File: src/rtl/dma_ctrl.sv
// dma_ctrl: frame sequencer issuing read burst, rotate-core run and write burst per chunk
module dma_ctrl #(
  parameter int BURST_LEN = 16
) (
  input  logic        I_DCTRL_HCLK,
  input  logic        I_DCTRL_HRESET_N,
  input  logic        I_DCTRL_START,
  input  logic        I_DCTRL_ABORT,
  input  logic [31:0] I_DCTRL_SRC_BASE,
  input  logic [31:0] I_DCTRL_DST_BASE,
  input  logic [15:0] I_DCTRL_NWORDS,
  input  logic        I_DCTRL_DMA_DONE,
  input  logic        I_DCTRL_PROC_DONE,
  output logic        O_DCTRL_DMA_START,
  output logic [31:0] O_DCTRL_DMA_ADDR,
  output logic [4:0]  O_DCTRL_DMA_COUNT,
  output logic [2:0]  O_DCTRL_DMA_SIZE,
  output logic        O_DCTRL_DMA_WRITE,
  output logic        O_DCTRL_DMA_RESET,
  output logic        O_DCTRL_PROC_START,
  output logic        O_DCTRL_BUSY,
  output logic        O_DCTRL_DONE
);
  localparam logic [2:0] IDLE = 3'd0, RD_REQ = 3'd1, RD_WAIT = 3'd2, PROC = 3'd3, WR_REQ = 3'd4, WR_WAIT = 3'd5;
  localparam logic [15:0] BL = 16'(BURST_LEN);
  logic [2:0]  state;
  logic [31:0] src_base, dst_base;
  logic [15:0] remaining, offset;
  logic [4:0]  count;
  logic        proc_pend;
  assign count = (remaining > BL) ? 5'(BURST_LEN) : remaining[4:0];
  assign O_DCTRL_DMA_SIZE = 3'b010;
  always_ff @(posedge I_DCTRL_HCLK or negedge I_DCTRL_HRESET_N)
    if (!I_DCTRL_HRESET_N) begin
      state <= IDLE;
      src_base <= '0;
      dst_base <= '0;
      remaining <= '0;
      offset <= '0;
      proc_pend <= 1'b0;
      O_DCTRL_DMA_START <= 1'b0;
      O_DCTRL_DMA_ADDR <= '0;
      O_DCTRL_DMA_COUNT <= '0;
      O_DCTRL_DMA_WRITE <= 1'b0;
      O_DCTRL_DMA_RESET <= 1'b0;
      O_DCTRL_PROC_START <= 1'b0;
      O_DCTRL_BUSY <= 1'b0;
      O_DCTRL_DONE <= 1'b0;
    end else begin
      O_DCTRL_DMA_START <= 1'b0;
      O_DCTRL_DMA_RESET <= 1'b0;
      O_DCTRL_PROC_START <= 1'b0;
      O_DCTRL_DONE <= 1'b0;
      proc_pend <= 1'b0;
      if (I_DCTRL_ABORT && state != IDLE) begin
        state <= IDLE;
        O_DCTRL_DMA_RESET <= 1'b1;
        O_DCTRL_BUSY <= 1'b0;
      end else
        case (state)
          IDLE:
            if (I_DCTRL_START) begin
              if (I_DCTRL_NWORDS != '0) begin
                src_base <= I_DCTRL_SRC_BASE;
                dst_base <= I_DCTRL_DST_BASE;
                remaining <= I_DCTRL_NWORDS;
                offset <= '0;
                state <= RD_REQ;
                O_DCTRL_BUSY <= 1'b1;
              end else
                O_DCTRL_DONE <= 1'b1;
            end
          RD_REQ: begin
            O_DCTRL_DMA_START <= 1'b1;
            O_DCTRL_DMA_ADDR <= src_base + {14'd0, offset, 2'b00};
            O_DCTRL_DMA_COUNT <= count;
            O_DCTRL_DMA_WRITE <= 1'b0;
            state <= RD_WAIT;
          end
          RD_WAIT:
            if (I_DCTRL_DMA_DONE) begin
              state <= PROC;
              proc_pend <= 1'b1;
            end
          PROC: begin
            O_DCTRL_PROC_START <= proc_pend;
            if (I_DCTRL_PROC_DONE) state <= WR_REQ;
          end
          WR_REQ: begin
            O_DCTRL_DMA_START <= 1'b1;
            O_DCTRL_DMA_ADDR <= dst_base + {14'd0, offset, 2'b00};
            O_DCTRL_DMA_COUNT <= count;
            O_DCTRL_DMA_WRITE <= 1'b1;
            state <= WR_WAIT;
          end
          WR_WAIT:
            if (I_DCTRL_DMA_DONE) begin
              remaining <= remaining - 16'(count);
              offset <= offset + 16'(count);
              if (remaining == 16'(count)) begin
                state <= IDLE;
                O_DCTRL_DONE <= 1'b1;
                O_DCTRL_BUSY <= 1'b0;
              end else
                state <= RD_REQ;
            end
          default: begin
            state <= IDLE;
            O_DCTRL_BUSY <= 1'b0;
          end
        endcase
    end
endmodule

File: config.mk
export PLATFORM = sky130hd
export DESIGN_NAME = dma_ctrl
export DESIGN_NICKNAME = d
export VERILOG_FILES = /design/src/rtl/dma_ctrl.sv
export SDC_FILE = /design/constraint.sdc
export NUM_CORES = 1
export LEC_CHECK = 0
export CORE_MARGIN = 1.5
export CORE_UTILIZATION = 50
export DETAILED_ROUTE_END_ITERATION = 6
export PLACE_DENSITY = 0.82
export SETUP_SLACK_MARGIN = 0.5
export SLEW_MARGIN = 0
export SYNTH_ARGS = -nofsm -noshare
export SYNTH_HDL_FRONTEND = slang
export SYNTH_SLANG_ARGS = --single-unit
export TNS_END_PERCENT = 10
File: constraint.sdc
create_clock -name I_DCTRL_HCLK -period 4.3 [get_ports I_DCTRL_HCLK]
set_input_delay 0.43 -clock I_DCTRL_HCLK [delete_from_list [all_inputs] [get_ports I_DCTRL_HCLK]]
set_output_delay 0.43 -clock I_DCTRL_HCLK [all_outputs]
set_load 0.005 [all_outputs]
Word-level counts from Yosys, hierarchy flattened
Cells that the tools add are included.

operators by class
  $add $sub $neg = 4
  order comparisons = 1
  equality and inequality tests = 16
  multiplexer cells = 39
  bitwise logic cells = 1
  reductions and logical operators = 14

operator list
  operator                                                               number
  16-bit 2-to-1 mux                                                      6
  32-bit by 18-bit adder with 32-bit output                              2
  16-bit one-hot mux with 2 select lines                                 2
  32-bit one-hot mux with 2 select lines                                 1
  1-bit 2-to-1 mux                                                       19
  3-bit 2-to-1 mux                                                       6
  3-bit inequality test, second input constant                           6
  3-bit one-hot mux with 6 select lines                                  1
  16-bit by 5-bit adder with 16-bit output                               1
  16-bit by 5-bit == test with 1-bit output                              1
  16-bit by 5-bit > comparator with 1-bit output, second input constant  1
  16-bit nonzero test                                                    1
  16-bit by 5-bit subtractor with 16-bit output                          1
  5-bit AND reduction                                                    3
  3-bit by 2-bit == test with 1-bit output, second input constant        2
  3-bit == test, second input constant                                   2
  2-bit inequality test, second input constant                           3
  5-bit 2-to-1 mux                                                       1
  1-bit one-hot mux with 2 select lines                                  2
  2-bit AND reduction                                                    2
  4-bit AND reduction                                                    1
  2-bit nonzero test                                                     2
  4-bit OR reduction                                                     1
  3-bit by 1-bit == test with 1-bit output, second input constant        1
  7 further kinds                                                        7

word-level totals
  flip-flop bits (word level) = 143
  bits of input ports = 86
  word-level logic and storage cells = 89

Longest topological paths before layout
  word-level depth = 7
  depth in mapped cells = 17
  depth with buffers taken out = 13

Worst setup path after synthesis
OpenSTA, ideal clock, no wires.

  kind = register to register
  from = register state[0]
  to = register O_DCTRL_DMA_ADDR[30]
  arrival time = 3589 ps
  setup slack = 586 ps
  stages on the path, launching flop included = 17
  path buffers = 6
  clock period less this slack = 3714 ps
  cells stage by stage = dfrtp_1 -> clkbuf_2 -> or3b_1 -> buf_2 -> buf_2 -> clkbuf_1 -> clkbuf_1 -> nand2_1 -> nand2_1 -> ha_1 -> clkbuf_1 -> nand3_1 -> or2_2 -> o211a_1 -> nor4b_1 -> or3_1 -> nand3_1

between the ends
  cells in the longest elaborated chain, start to end = 4

ends and longest elaborated chain
  what                                                                   RTL line  text
  start, declared                                                        26        logic [2:0] state;
  start signal, assigned                                                 35        state <= IDLE;
  start signal, assigned                                                 56        state <= IDLE;
  start signal, assigned                                                 68        state <= RD_REQ;
  parallel branches: the longest is 4 deep, another holds 3-bit == test  n/a
  end signal, assigned                                                   75        O_DCTRL_DMA_ADDR <= src_base + {14'd0, offset, 2'b00};
  end signal, assigned                                                   91        O_DCTRL_DMA_ADDR <= dst_base + {14'd0, offset, 2'b00};
  end, declared                                                          15        output logic [31:0] O_DCTRL_DMA_ADDR,

Parallel ways; which one is timed is not known.
A chain may end at the register's enable or synchronous reset.

Final worst setup path
Ends and elaborated chain as after synthesis.

==> out/metrics.sh <==
PEAKVDDDROP_V=0.000338
DP_SLACK_NS=0.685
SYNTH_EDF_COUNT=0
OVERFLOW=0
MAXIMUM_CAPACITANCE_VIOLATIONS=0
POSTLAYOUTSETUPSLACKWORST_NS=0.617
REG2REG_SETUP_SLACK_NS=0.62
CTS_NUM_SINKS=143
TIMING.SLEW.HEADROOM_PCT=28.9
PATH_CLK_SLEW_NS=0.06
WL_MET3_UM=1090
WORSTPATHREQUIRED_NS=4.66
CLOCK-SKEW-FINAL_NS=0.00791
SYN_AREA_PER_CELL_UM2=8.34
SLEW_VIOL_FINAL=0
CP-START-KIND='flop'
VIAS_IN_THE_FIRST_GLOBAL_ROUTE=6641
GRT_SETUP_UNREPAIRED='true'
REG2REG_DEPTH=12
GRT_PASS1_WL_UM=32900
ACHIEVABLE-FREQUENCY_MHz=272
OUTCOME='finished, final reports clean'
FIN_CRIT_SH_PCT=85.6
DP_CELLS=1190
DOMINANT_COMBINATIONAL_CELL_FAMILY_BY_AREA_AFTER_SYNTHESIS='simple AND/OR/NAND/NOR gates'
CRITICAL_PATH.ENDPOINT_TYPE='flop'
POWER_FRAC_CLOCK_PCT=26.9
WIRELENGTH_MET1_UM=9060
ENDPOINTS_FAILING_HOLD=0
REGTOREGSTARTPOINT='state[0]$_DFFE_PN0P_'
WL_PER_CELL_UM=16.3
POST_SYNTH_MAIN_AREA_CONTRIBUTORS='dfrtp_1 (47%), nand2_1 (16%), o21ai_0 (3.7%)'
POST_SYNTH_INSTANCE_AREA_MM2=0.00762
SETUP_VIOL=0
CTS_HTREE_LEVELS=4
YOSYS_MOST_USED_DFF='dfrtp_1'
POWER_LEAKAGE_nW=4.55
CTS_ROOT_BUF='clkbuf_16'
WORST_PIN_SLEW_NS=1.07
LOGIC_PWR_SHARE_PCT=32.7
HPWLAFTERDP_UM=13800
GP_CONGESTION=0.892
ASYNC_FLOP_SHARE_PCT=100
POST_CTS_RESIZE_COUNT=0
WORSTPATHMAXFANOUT=23
YOSYS_REGISTER_BITS=143
OVERALL_VIA_COUNT_FROM_DETAIL_ROUTE=6822
BUFS_ON_LONGEST_CLOCK_PATH=2
ROUTED_WIRELENGTH_UM=20000
FLOORPLAN.DIE.HEIGHT_UM=126
DETAIL_ROUTE.ITER0.VIOLATIONS=547
POST_ROUTE_CELLS_DRIVE_ABOVE_1_SHARE_PCT=5.88
YOSYSTOPAREACELL='dfrtp_1'
SYNTH_XOR_AREA_SHARE_PCT=4.14
YOSYS.AREA_SHARE.SIMPLE_PCT=27.4
SYNTH_CELLS=913
SYNTHADDERAREAFRAC_PCT=4.14
PORTION_OF_NETLIST_AREA_OCCUPIED_BY_MUX_CELLS_PCT=2.43
DIE_X_UM=126
SYNTH_TOP_AREA_SHARE_PCT=47.0
POST_CTS.REPAIR.SETUP_BUFFERS=0
PWR-SHARE-SEQ_PCT=40.4
ANT_NETS=0
PLACEABLECOREAREA_MM2=0.0147
NUM_ANTENNA_CELLS=0
CLOCK_TREE_FROM_TRITONCTS='built'
SYNTH_COMPOUND_AREA_SHARE_PCT=11.7
SETUP-TNS-FINAL_NS=0
HIGHEST_LAYER='met4'
POWER.SHARE.SWITCHING_PCT=36.2
P_INT_mW=3.72
CLOCK_BUFFER_COUNT_FROM_CTS=17
FINAL.HOLD.WORST_SLACK_NS=0.153
GRT.TOTAL_USAGE_PCT=25.9
POWER_PER_CELL_AREA_mW_PER_MM2=603
MET2_WIRELENGTH_UM=9380
CRIT_ARRIVAL_NS=4.05
CTSHOLDBUFFERS=0
WORSTREG2REGEND='O_DCTRL_DMA_ADDR[30]$_DFFE_PN0P_'
SYNTHESIS.YOSYS.WARNINGS=0
FINAL_NETS=1135
YOSYSSEQAREASHARE_PCT=47.0
DRC_ERRORS=0
IO_BUFFER_COUNT=128
NUM_ROWS=44
POST_SYNTH_NUM_CELL_TYPES=63
SWITCHING_POWER_mW=2.11
PERIOD_MINUS_SLACK_NS=3.68
GRT_MAX_DEGREE=117
DETAIL_ROUTE.FIRST_PASS.ITERATIONS=5
TOP_LEVEL_PORTS=132
FP.DIEAREA_MM2=0.0160
FIN_TOTAL_PWR_mW=5.83
CRITICALPATHCATEGORY='reg -> reg'
FINALNONFILLERCELLS=1222
AREA_DELTA_SYNTH_FINAL_PCT=26.8
INITIAL_STANDARD_CELL_UTILIZATION_OF_THE_CORE_PCT=51.8
WORSTHOLDPATHTYPE='in -> async'
VIAS_PER_CELL=5.58
GRT_ANTENNA_BEFORE_REPAIR=0
CLK_LATENCY_NS=0.43
-- metal layers --
layer,vias up,global-route usage [%]
met1,3245,35.4
met4,0,9.87
li1,3301,-
met2,242,41.1
met3,34,4.89
met5,-,0
-- how the worst max path moves through the flow --
stage	from	to	slack, ns
6_report	state[0]$_DFFE_PN0P_	O_DCTRL_DMA_ADDR[30]$_DFFE_PN0P_	0.62
5_1_grt	state[2]$_DFFE_PN0P_	O_DCTRL_DMA_ADDR[26]$_DFFE_PN0P_	0.36
4_1_cts	state[0]$_DFFE_PN0P_	O_DCTRL_DMA_ADDR[26]$_DFFE_PN0P_	0.65
3_5_place_dp	state[0]$_DFFE_PN0P_	O_DCTRL_DMA_ADDR[26]$_DFFE_PN0P_	0.68
3_3_place_gp	state[0]$_DFFE_PN0P_	O_DCTRL_DMA_ADDR[26]$_DFFE_PN0P_	0.78
2_1_floorplan	state[0]$_DFFE_PN0P_	O_DCTRL_DMA_ADDR[30]$_DFFE_PN0P_	0.59
-- metrics by stage --
stage / utilization (%) / cell area (um2)
2_1_floorplan: - / 7620
3_3_place_gp: 61.4 / 9020
3_5_place_dp: 61.4 / 9020
4_1_cts: 65.7 / 9650
5_1_grt: 65.7 / 9660
6_report: 65.7 / 9660
-- state kept, by name (all words and copies together) (netlist names) --
signal	flops
src_base	32
O_DCTRL_DMA_RESET	1
O_DCTRL_BUSY	1
O_DCTRL_PROC_START	1
O_DCTRL_DMA_ADDR	32
state	3
O_DCTRL_DONE	1
dst_base	32
O_DCTRL_DMA_START	1
O_DCTRL_DMA_WRITE	1
proc_pend	1
offset	16
O_DCTRL_DMA_COUNT	5
remaining	16
-- power by group through the flow --
stage	Combinational [mW]	Clock, mW	Sequential, mW
final	1.91	1.57	2.35
after global routing	2.15	1.64	2.41
after CTS	1.92	1.58	2.33
after detailed placement	1.90	0	2.34
after global placement	1.84	0	2.33
after floorplan	1.23	0	2.18
-- layout by cell type, fill, tap and decap left out, types with 6 or more instances in the layout --
cell type / Yosys / final
dfrtp_1: 143 / 143
nand2_1: 327 / 326
and2_1: 7 / 6
a21oi_1: 30 / 30
nor2_1: 59 / 59
a31oi_1: 7 / 7
or3_1: 8 / 7
nand4_1: 10 / 10
a21o_1: 9 / 9
inv_1: 9 / 9
nand3_1: 24 / 24
xor2_1: 20 / 20
buf_4: 3 / 10
nor3_1: 15 / 15
o21ai_0: 56 / 56
nor4_1: 9 / 8
xnor2_1: 16 / 16
mux2i_1: 14 / 14
clkdlybuf4s50_1: 0 / 127
clkbuf_16: 0 / 17
ha_1: 22 / 22
a211oi_1: 7 / 7
-- cells in the mapped netlist, types with 3 or more instances --
library cell / n
or2_2: 5
o21ai_0: 56
a21o_1: 9
mux2i_1: 14
buf_4: 3
and4_1: 3
and2_1: 7
ha_1: 22
a22oi_1: 4
or3_1: 8
nand2b_1: 3
nand2_1: 327
nor3_1: 15
a311oi_1: 3
a31oi_1: 7
a21oi_1: 30
nor4_1: 9
nand3_1: 24
xnor2_1: 16
nor2b_1: 4
clkbuf_1: 33
xor2_1: 20
o21bai_1: 3
dfrtp_1: 143
buf_2: 9
inv_1: 9
nor2_1: 59
a41oi_1: 3
o31ai_1: 3
mux2_2: 4
nand4_1: 10
a211oi_1: 7
-- final cells by class --
class	count	area (um2)
fillers	1192	5040
multi-input cells	715	3820
flip-flops and latches	143	3580
repair buffers	138	1360
clock buffers	19	443
well taps	184	230
clock inverters	13	188
inverters	10	37.5
-- critical path: stages (launching register included) --
cell     delay [ns]
dfrtp_1        0.56
or3b_1         0.54
buf_4          0.28
nand2_1        0.10
nand2_1        0.09
fa_1           0.44
a21o_1         0.18
and4_1         0.22
o21ai_1        0.29
o211a_1        0.37
nor4b_1        0.13
or3_1          0.32
nand3_1        0.08
-- cells by family after synthesis --
logic type | Yosys count
compound gates | 145
buf+inv | 57
mux | 18
simple gates | 488
other cells | 2
fa+ha+maj | 24
xor+xnor | 36
flops | 143
(Power assumes the default switching activity.)
